### src/rtl/fetch_align_buffer_if.sv
// ============================================================================
// fetch_align_buffer_if : fetch-side and decode-side handshake bundle
// Rev 1.0
// ============================================================================
`default_nettype none

interface fetch_align_buffer_if;
  logic        fetch_valid;
  logic [31:0] fetch_data;
  logic        fetch_ready;
  logic        flush;
  logic [31:0] flush_pc;
  logic        instrD_valid;
  logic        instrD_ready;
  logic [31:0] instrD;
  logic [31:0] pcD;
  logic        is_compressedD;

  modport master (
    output fetch_valid, fetch_data, flush, flush_pc, instrD_ready,
    input  fetch_ready, instrD_valid, instrD, pcD, is_compressedD
  );

  modport slave (
    input  fetch_valid, fetch_data, flush, flush_pc, instrD_ready,
    output fetch_ready, instrD_valid, instrD, pcD, is_compressedD
  );
endinterface

`default_nettype wire

### src/rtl/fetch_align_buffer.sv
// ============================================================================
// fetch_align_buffer : realigns 32-bit fetch words into 16/32-bit instructions
// Rev 1.0
// ============================================================================
`default_nettype none

module fetch_align_buffer #(
  parameter logic [31:0] RESET_PC = 32'h0000_0000
) (
  input  logic                 clk,
  input  logic                 reset,
  fetch_align_buffer_if.slave  bus
);

  logic [15:0] hw_q [4];
  logic [15:0] hw_d [4];
  logic [2:0]  count_q;
  logic [31:0] pc_q;
  logic        drop_first_q;

  logic        head_is_c;
  logic        instr_ok;
  logic        push;
  logic        pop;
  logic [2:0]  push_n;
  logic [2:0]  pop_n;
  logic [2:0]  base;

  // Redirect targets are halfword aligned, so the LSB carries no information.
  logic unused_flush_pc_lsb;
  assign unused_flush_pc_lsb = bus.flush_pc[0];

  assign head_is_c = (hw_q[0][1:0] != 2'b11);
  assign instr_ok  = head_is_c ? (count_q >= 3'd1) : (count_q >= 3'd2);

  assign bus.fetch_ready    = (count_q <= 3'd2);
  assign bus.instrD_valid   = instr_ok;
  assign bus.pcD            = pc_q;
  assign bus.is_compressedD = instr_ok & head_is_c;
  assign bus.instrD         = !instr_ok ? 32'h0 :
                              head_is_c ? {16'h0, hw_q[0]} : {hw_q[1], hw_q[0]};

  assign push   = bus.fetch_valid && bus.fetch_ready && !bus.flush;
  assign pop    = instr_ok && bus.instrD_ready && !bus.flush;
  assign push_n = !push ? 3'd0 : (drop_first_q ? 3'd1 : 3'd2);
  assign pop_n  = !pop  ? 3'd0 : (head_is_c ? 3'd1 : 3'd2);
  assign base   = count_q - pop_n;

  // Shift out the consumed halfwords, then append the new ones behind the survivors.
  always_comb begin
    for (int i = 0; i < 4; i++) begin
      hw_d[i] = ((3'(i) + pop_n) < 3'd4) ? hw_q[2'(3'(i) + pop_n)] : 16'h0;
      if (push && (3'(i) == base)) begin
        hw_d[i] = drop_first_q ? bus.fetch_data[31:16] : bus.fetch_data[15:0];
      end
      if (push && !drop_first_q && (3'(i) == (base + 3'd1))) begin
        hw_d[i] = bus.fetch_data[31:16];
      end
    end
  end

  always_ff @(posedge clk) begin
    if (reset) begin
      count_q      <= 3'd0;
      pc_q         <= RESET_PC;
      drop_first_q <= RESET_PC[1];
      for (int i = 0; i < 4; i++) begin
        hw_q[i] <= 16'h0;
      end
    end else if (bus.flush) begin
      count_q      <= 3'd0;
      pc_q         <= {bus.flush_pc[31:1], 1'b0};
      drop_first_q <= bus.flush_pc[1];
    end else begin
      count_q <= count_q + push_n - pop_n;
      hw_q    <= hw_d;
      if (pop) begin
        pc_q <= pc_q + (head_is_c ? 32'd2 : 32'd4);
      end
      if (push) begin
        drop_first_q <= 1'b0;
      end
    end
  end

endmodule

`default_nettype wire

### src/flat_wrapper.sv
// flat-port wrapper written by rule: the top's interface ports become plain ports
module fetch_align_buffer_flat 
#(
  parameter logic [31:0] RESET_PC = 32'h0000_0000
)
  (clk, reset, bus_fetch_valid, bus_fetch_data, bus_flush, bus_flush_pc, bus_instrD_ready, bus_fetch_ready, bus_instrD_valid, bus_instrD, bus_pcD, bus_is_compressedD);
  fetch_align_buffer_if bus_i ();
  input  logic clk;
  input  logic reset;
  input wire logic [$bits(bus_i.fetch_valid)-1:0] bus_fetch_valid;
  input wire logic [$bits(bus_i.fetch_data)-1:0] bus_fetch_data;
  input wire logic [$bits(bus_i.flush)-1:0] bus_flush;
  input wire logic [$bits(bus_i.flush_pc)-1:0] bus_flush_pc;
  input wire logic [$bits(bus_i.instrD_ready)-1:0] bus_instrD_ready;
  output wire logic [$bits(bus_i.fetch_ready)-1:0] bus_fetch_ready;
  output wire logic [$bits(bus_i.instrD_valid)-1:0] bus_instrD_valid;
  output wire logic [$bits(bus_i.instrD)-1:0] bus_instrD;
  output wire logic [$bits(bus_i.pcD)-1:0] bus_pcD;
  output wire logic [$bits(bus_i.is_compressedD)-1:0] bus_is_compressedD;
  assign bus_i.fetch_valid = bus_fetch_valid;
  assign bus_i.fetch_data = bus_fetch_data;
  assign bus_i.flush = bus_flush;
  assign bus_i.flush_pc = bus_flush_pc;
  assign bus_i.instrD_ready = bus_instrD_ready;
  assign bus_fetch_ready = bus_i.fetch_ready;
  assign bus_instrD_valid = bus_i.instrD_valid;
  assign bus_instrD = bus_i.instrD;
  assign bus_pcD = bus_i.pcD;
  assign bus_is_compressedD = bus_i.is_compressedD;
  fetch_align_buffer #(.RESET_PC(RESET_PC)) u_core (.clk(clk), .reset(reset), .bus(bus_i));
endmodule
### config.mk
export PLATFORM = sky130hd
export DESIGN_NAME = fetch_align_buffer_flat
export DESIGN_NICKNAME = d
export VERILOG_FILES = /design/src/rtl/fetch_align_buffer_if.sv /design/src/rtl/fetch_align_buffer.sv /design/src/flat_wrapper.sv
export SDC_FILE = /design/constraint.sdc
export NUM_CORES = 1
export LEC_CHECK = 0
export ABC_AREA = 1
export BUFFER_PORTS_ARGS = -buffer_cell sky130_fd_sc_hd__buf_2
export CAP_MARGIN = 40
export CORE_MARGIN = 4
export CORE_UTILIZATION = 35
export CTS_CLUSTER_SIZE = 16
export DETAILED_ROUTE_END_ITERATION = 10
export PLACE_DENSITY = 0.64
export RECOVER_POWER = 100
export SLEW_MARGIN = 5
export SYNTH_ARGS = -nofsm -noshare
export SYNTH_HDL_FRONTEND = slang
export SYNTH_SLANG_ARGS = --single-unit
### constraint.sdc
create_clock -name clk -period 4.3 [get_ports clk]
set_input_delay 0.645 -clock clk [delete_from_list [all_inputs] [get_ports clk]]
set_output_delay 0.645 -clock clk [all_outputs]
set_load 0.02 [all_outputs]
# Word level (Yosys, flattened, before mapping)
# Index checks and enable logic that the tools add are counted.
word_totals:
  ff_bits: 100
  input_bits: 69
  out_inout_bits: 67
  wordCells: 96
classes:
  addsub: 8
  order_cmp: 11
  n_eq_ne: 7
  mux: 37
  bitwise: 5
  reduce_logical: 20
ops:
  columns: ["operator", "n"]
  rows:
  - ["$mux 16", 21]
  - ["$bmux 16 s2", 4]
  - ["$mux 32", 4]
  - ["$add 32x32->32", 1]
  - ["$logic_and 1x1->1", 13]
  - ["$eq 2x3->1 const A", 4]
  - ["$ge 3x3->1 const B", 4]
  - ["$lt 3x3->1 const B", 4]
  - ["$not 2->3", 4]
  - ["$mux 3", 3]
  - ["$add 2x3->3 const A", 2]
  - ["$eq 1x3->1 const A", 2]
  - ["$logic_not 3->1", 2]
  - ["$sub 3x3->3", 2]
  - ["$mux 2", 2]
  - ["$reduce_bool 2->1", 2]
  - ["$add 1x3->3 const A", 1]
  - ["$add 3x1->3 const B", 1]
  - ["$add 3x3->3", 1]
  - ["$ge 3x1->1 const B", 1]
  - ["$ge 3x2->1 const B", 1]
  - ["$le 3x2->1 const B", 1]
  - ["$mux 1", 3]
  - ["$logic_not 1->1", 2]
  - ["other kinds (3)", 3]

# Longest topological paths before layout
logic_depth:
  ltp_word: 13
  mapped_depth: 22
  depth_no_buf: 20

# Worst setup path before layout
# OpenSTA, ideal clock, no wires.
synth_path:
  kind: "input to register"
  startpoint: "in bus_flush"
  endpoint: "reg u_core.hw_q[58] (netlist name)"
  setup_ns: 0.112
  arrival_time_ns: 3.055
  required_ns: 4.188
  setup_slack_ns: 1.133
  stages: 21
  n_path_buf: 3
  path_cell_list: "inv_2 buf_6 nand4_4 inv_2 buf_2 ha_1 fa_1 inv_1 nand2_1 nand2_1 inv_1 ha_1 nand2_1 inv_1 nand2_1 inv_2 buf_4 nor2_1 nand2_1 nand2_1 nand2_1"
synth_via:
  elab_chain_len: 10
  word_cells_on_any_way: 19
synth_rtl:
  columns: ["item", "line", "text"]
  rows:
  - ["start: declaration", "flat_wrapper.sv:12", "input wire logic [$bits(bus_i.flush)-1:0] bus_flush;"]
  - ["parallel branches: the longest is 10 deep, another holds $sub 3x3->3", null, null]
  - ["end signal: assignment", "fetch_align_buffer.sv:76", "hw_q <= hw_d;"]
  - ["end: declaration", "fetch_align_buffer.sv:15", "logic [15:0] hw_q [4];"]
# Parallel ways; which one is timed is not known. The select of a mux whose other input is x is not followed.
# A chain may end at the register's enable or synchronous reset.

==> summary.txt <==
Outcome
  • Outcome: finished, violations left
  • Violated checks: capacitance limit, slew limit

Clock tree
  • Clock network latency to the later pin of the worst-skew pair: 0.37 ns
  • CTS root buffer: clkbuf_16
  • Max Buffers Root-to-Sink: 2
  • Clock transition at path regs: 0.07 ns
  • CTS tree: yes
  • CTS H-tree depth: 3
  • Hold buffers post-CTS: 0
  • CTS buffer count: 9
  • Post-CTS Setup Inserts: 0
  • # resized after CTS: 0
  • CTS Sinks: 99

Worst setup path
  • Sequence of cells on the critical path: nand2_1 -> clkbuf_1 -> inv_2 -> nand4_2 -> inv_1 -> fa_1 -> inv_1 -> nand2_1 -> nand2_1 -> inv_1 -> ha_1 -> nand2_1 -> inv_1 -> nand2_1 -> inv_2 -> nor2_1 -> nand2_1 -> nand2_1 -> a21oi_1
  • Setup crit end kind: flop
  • Most numerous cell on the critical path: nand2_1
  • Critical Path Start Type: flop
  • Critical Path RT: 4.57 ns
  • CP max stage delay: 0.61 ns
  • Worst setup path class: flop to flop
  • CP top delay family: buffers and inverters
  • Crit Path Max Fanout: 31
  • Slowest CP cell: clkbuf_1
  • Critical path arrival: 3.94 ns
  • R2r startpoint: u_core.hw_q[49]
  • Crit path buffers/inverters: 7
  • CP startpoint: u_core.hw_q[49]

GRT
  • Grt total ovfl: 0
  • Initial antenna violation count: 0
  • First-pass GRT wire length: 46.4 mm
  • Vias in the first global route: 8,882
  • Largest net degree at the start of global routing: 60
  • Tot GR Track Use: 22.2%

Pwr
  • Combinational share of power: 26.2%
  • Sequential Power Share: 40.3%
  • Maximum vdd ir drop: 0.210 mV
  • Psw: 0.935 mW
  • Pwr dens: 286 nW/um2
  • Clock share of power: 33.5%
  • Overall Power: 2.60 mW
  • Pint: 1.67 mW
  • Sw Ratio: 35.9%
  • Lkg Pwr: 4.30 nW

Routing
  • DR vias/cell: 5.24
  • Residual DRC: 0
  • First-iteration detailed-routing DRC count: 818
  • DRT Wirelength: 29.4 mm
  • Vias: 9,472
  • Drt pass-1 iters: 7
  • Antenna Nets Post-Route: 0
  • Post-DR wirelength/cell: 16.3 um

Die
  • FP Rows: 55
  • Die Area: 25,700 um2
  • I/O pins: 136
  • Core Region: 22,700 um2
  • Die width: 160 um
  • Die Ht: 160 um
  • Initial Utilization: 35.7%

Finish
  • Post-Layout Inst Area: 9090 um2
  • Share of layout cells above drive strength 1: 8.61%
  • Area Growth Syn to Fin: 12.1%
  • Finished Core Util: 40.0%
  • Final nets: 1,599
  • Ant diodes: 0

Logic synthesis
  • Main synth FF type: dfxtp_1
  • EDFF count, synth: 0
  • Mapped cell area: 8110 um2
  • Net count after synthesis: 1,512
  • Post-Synthesis Cells: 1,430
  • Syn. warnings: 0
  • Sequential cell area fraction in the yosys report: 24.4%
  • Synth Register Bits: 99
  • Mean Syn Cell Area: 5.67 um2
  • Asr flop ratio synth: 0%
  • Yosys cell types: 43

Worst hold path
  • Worst hold start: u_core.hw_q[33]
  • Hold Path Class: flop to flop

Placed design
  • Port buffer count: 133
  • Placed Area: 8910 um2
  • Hpwl dp: 19.4 mm
  • Gp weighted congestion: 0.959

Timing
  • Max Fclk: 272 MHz
  • Tcrit/Tclk final: 85.4%
  • Final Skew: 0.0103 ns
  • Final min period: 3.67 ns
  • RSZ-0062 raised after global routing: false
  • Worst-Margin Slew: 1.70 ns
  • Final Hold Viols: 0
  • Worst slew margin: -13.2%
  • Final setup viols: 0
  • Setup TNS: 0 ns
  • Pins Over Slew Limit: 32

Flow run
  • MaxCap Viol Count: 1
flip-flops by register name (all words and copies together), names as in the netlist, named ones only:
name                 count
u_core.bus.pcD          31
u_core.drop_first_q      1
u_core.hw_q             63
u_core.count_q           3
routing by layer:
| layer | share of wire, % | GRT usage (%) |
|---|---|---|
| met4 | 2.9 | 8.33 |
| met2 | 46 | 37.0 |
| met3 | 9.1 | 3.46 |
| met5 | 0 | 0 |
| met1 | 42 | 29.0 |
area by class of cell:
class / count / area, um2
sequential: 99 / 1980
timing repair buffer: 152 / 763
tap: 285 / 357
clock buffer: 10 / 239
clock inverter: 6 / 65.1
fill: 2579 / 13600
inverter: 129 / 484
multi-input combinational: 1126 / 5200
through the flow:
| stage | instances | setup WS (ns) | hold WS, ns |
|---|---|---|---|
| 3_5_place_dp | 1791 | 0.904 | 0.444 |
| 4_1_cts | 1807 | 0.986 | 0.459 |
| 2_1_floorplan | 1430 | 1.13 | 0.426 |
| 6_report | 1807 | 0.629 | 0.457 |
| 5_1_grt | 1807 | 0.390 | 0.489 |
| 3_3_place_gp | 1788 | 0.945 | 0.440 |
worst reg2reg max path: stages (launching register included):
cell	delay (ns)
dfxtp_1	0.33
nand2_1	0.12
clkbuf_1	0.61
inv_2	0.16
nand4_2	0.12
inv_1	0.07
fa_1	0.41
inv_1	0.06
nand2_1	0.06
nand2_1	0.14
inv_1	0.06
ha_1	0.37
nand2_1	0.08
inv_1	0.06
nand2_1	0.08
inv_2	0.50
nor2_1	0.09
nand2_1	0.10
nand2_1	0.05
a21oi_1	0.11
power groups by stage:
stage	logic (mW)	registers, mW	clock network (mW)
CTS	0.688	1.05	0.892
detailed placement	0.685	1.07	0
global route	0.764	1.06	0.924
finish	0.681	1.05	0.873
global placement	0.669	1.07	0
floorplan	0.468	1.07	0
cell usage in the layout (no fill, tap or decap), types with 2 or more instances in the layout:
cell type   Yosys  layout
a21oi_1        72      73
nand3_4         2       2
a32o_1          2       2
buf_12          0       2
clkbuf_2        0       2
a31oi_1         7       7
ha_1            9       9
inv_1         119     122
nand2_4         5       5
clkinvlp_4      0       4
o2111ai_1      12      12
nor3_1         31      31
o21ai_1         7       7
dfxtp_1        99      99
clkbuf_16       0       9
or2_1           9       9
buf_4          13      10
o211ai_1       15      15
nand4_4         2       2
fa_1            4       4
nor2_4          5       6
inv_2           9       6
nand4_1         5       5
nand2_1       490     492
nand3_1       153     153
o21ai_0        48      48
buf_2          19      68
nand3b_1        4       4
nor2_1        224     224
xor2_1          2       2
or2_2           4       4
clkbuf_1       29      68
worst paths after layout:
kind,end,slack [ns],cells after the start
worst max register to register,flop,0.63,19
worst max-delay path,flop,0.63,19
worst min-delay path,u_core.hw_q[33],0.46,2
worst min register to register,u_core.hw_q[33],0.46,2
cell families after synthesis:
group / synth area share (%)
buffers and inverters: 11.3
adders and majority gates: 2.38
other: 0.0462
and+or+nand+nor: 49.3
xor gates and xnor gates: 0.324
DFF: 24.4
AOI/OAI and AO/OA: 12.3
cells in the mapped netlist (5+ instances only):
| library cell | number | area share (%) |
|---|---|---|
| or2_1 | 9 | 0.69 |
| a31oi_1 | 7 | 0.54 |
| nor3_1 | 31 | 1.9 |
| buf_6 | 10 | 1.4 |
| o21ai_0 | 48 | 3.0 |
| buf_1 | 5 | 0.23 |
| nand2_1 | 490 | 23 |
| nand3_1 | 153 | 9.4 |
| nand4_1 | 5 | 0.39 |
| buf_2 | 19 | 1.2 |
| nand2_4 | 5 | 0.69 |
| buf_4 | 13 | 1.2 |
| o21ai_1 | 7 | 0.43 |
| dfxtp_1 | 99 | 24 |
| o2111ai_1 | 12 | 1.3 |
| o211ai_1 | 15 | 1.4 |
| nor2_1 | 224 | 10 |
| inv_2 | 9 | 0.42 |
| a21oi_1 | 72 | 4.4 |
| ha_1 | 9 | 1.4 |
| nor2_4 | 5 | 0.69 |
| clkbuf_1 | 29 | 1.3 |
| inv_1 | 119 | 5.5 |
Power figures use the tool's default switching activity.
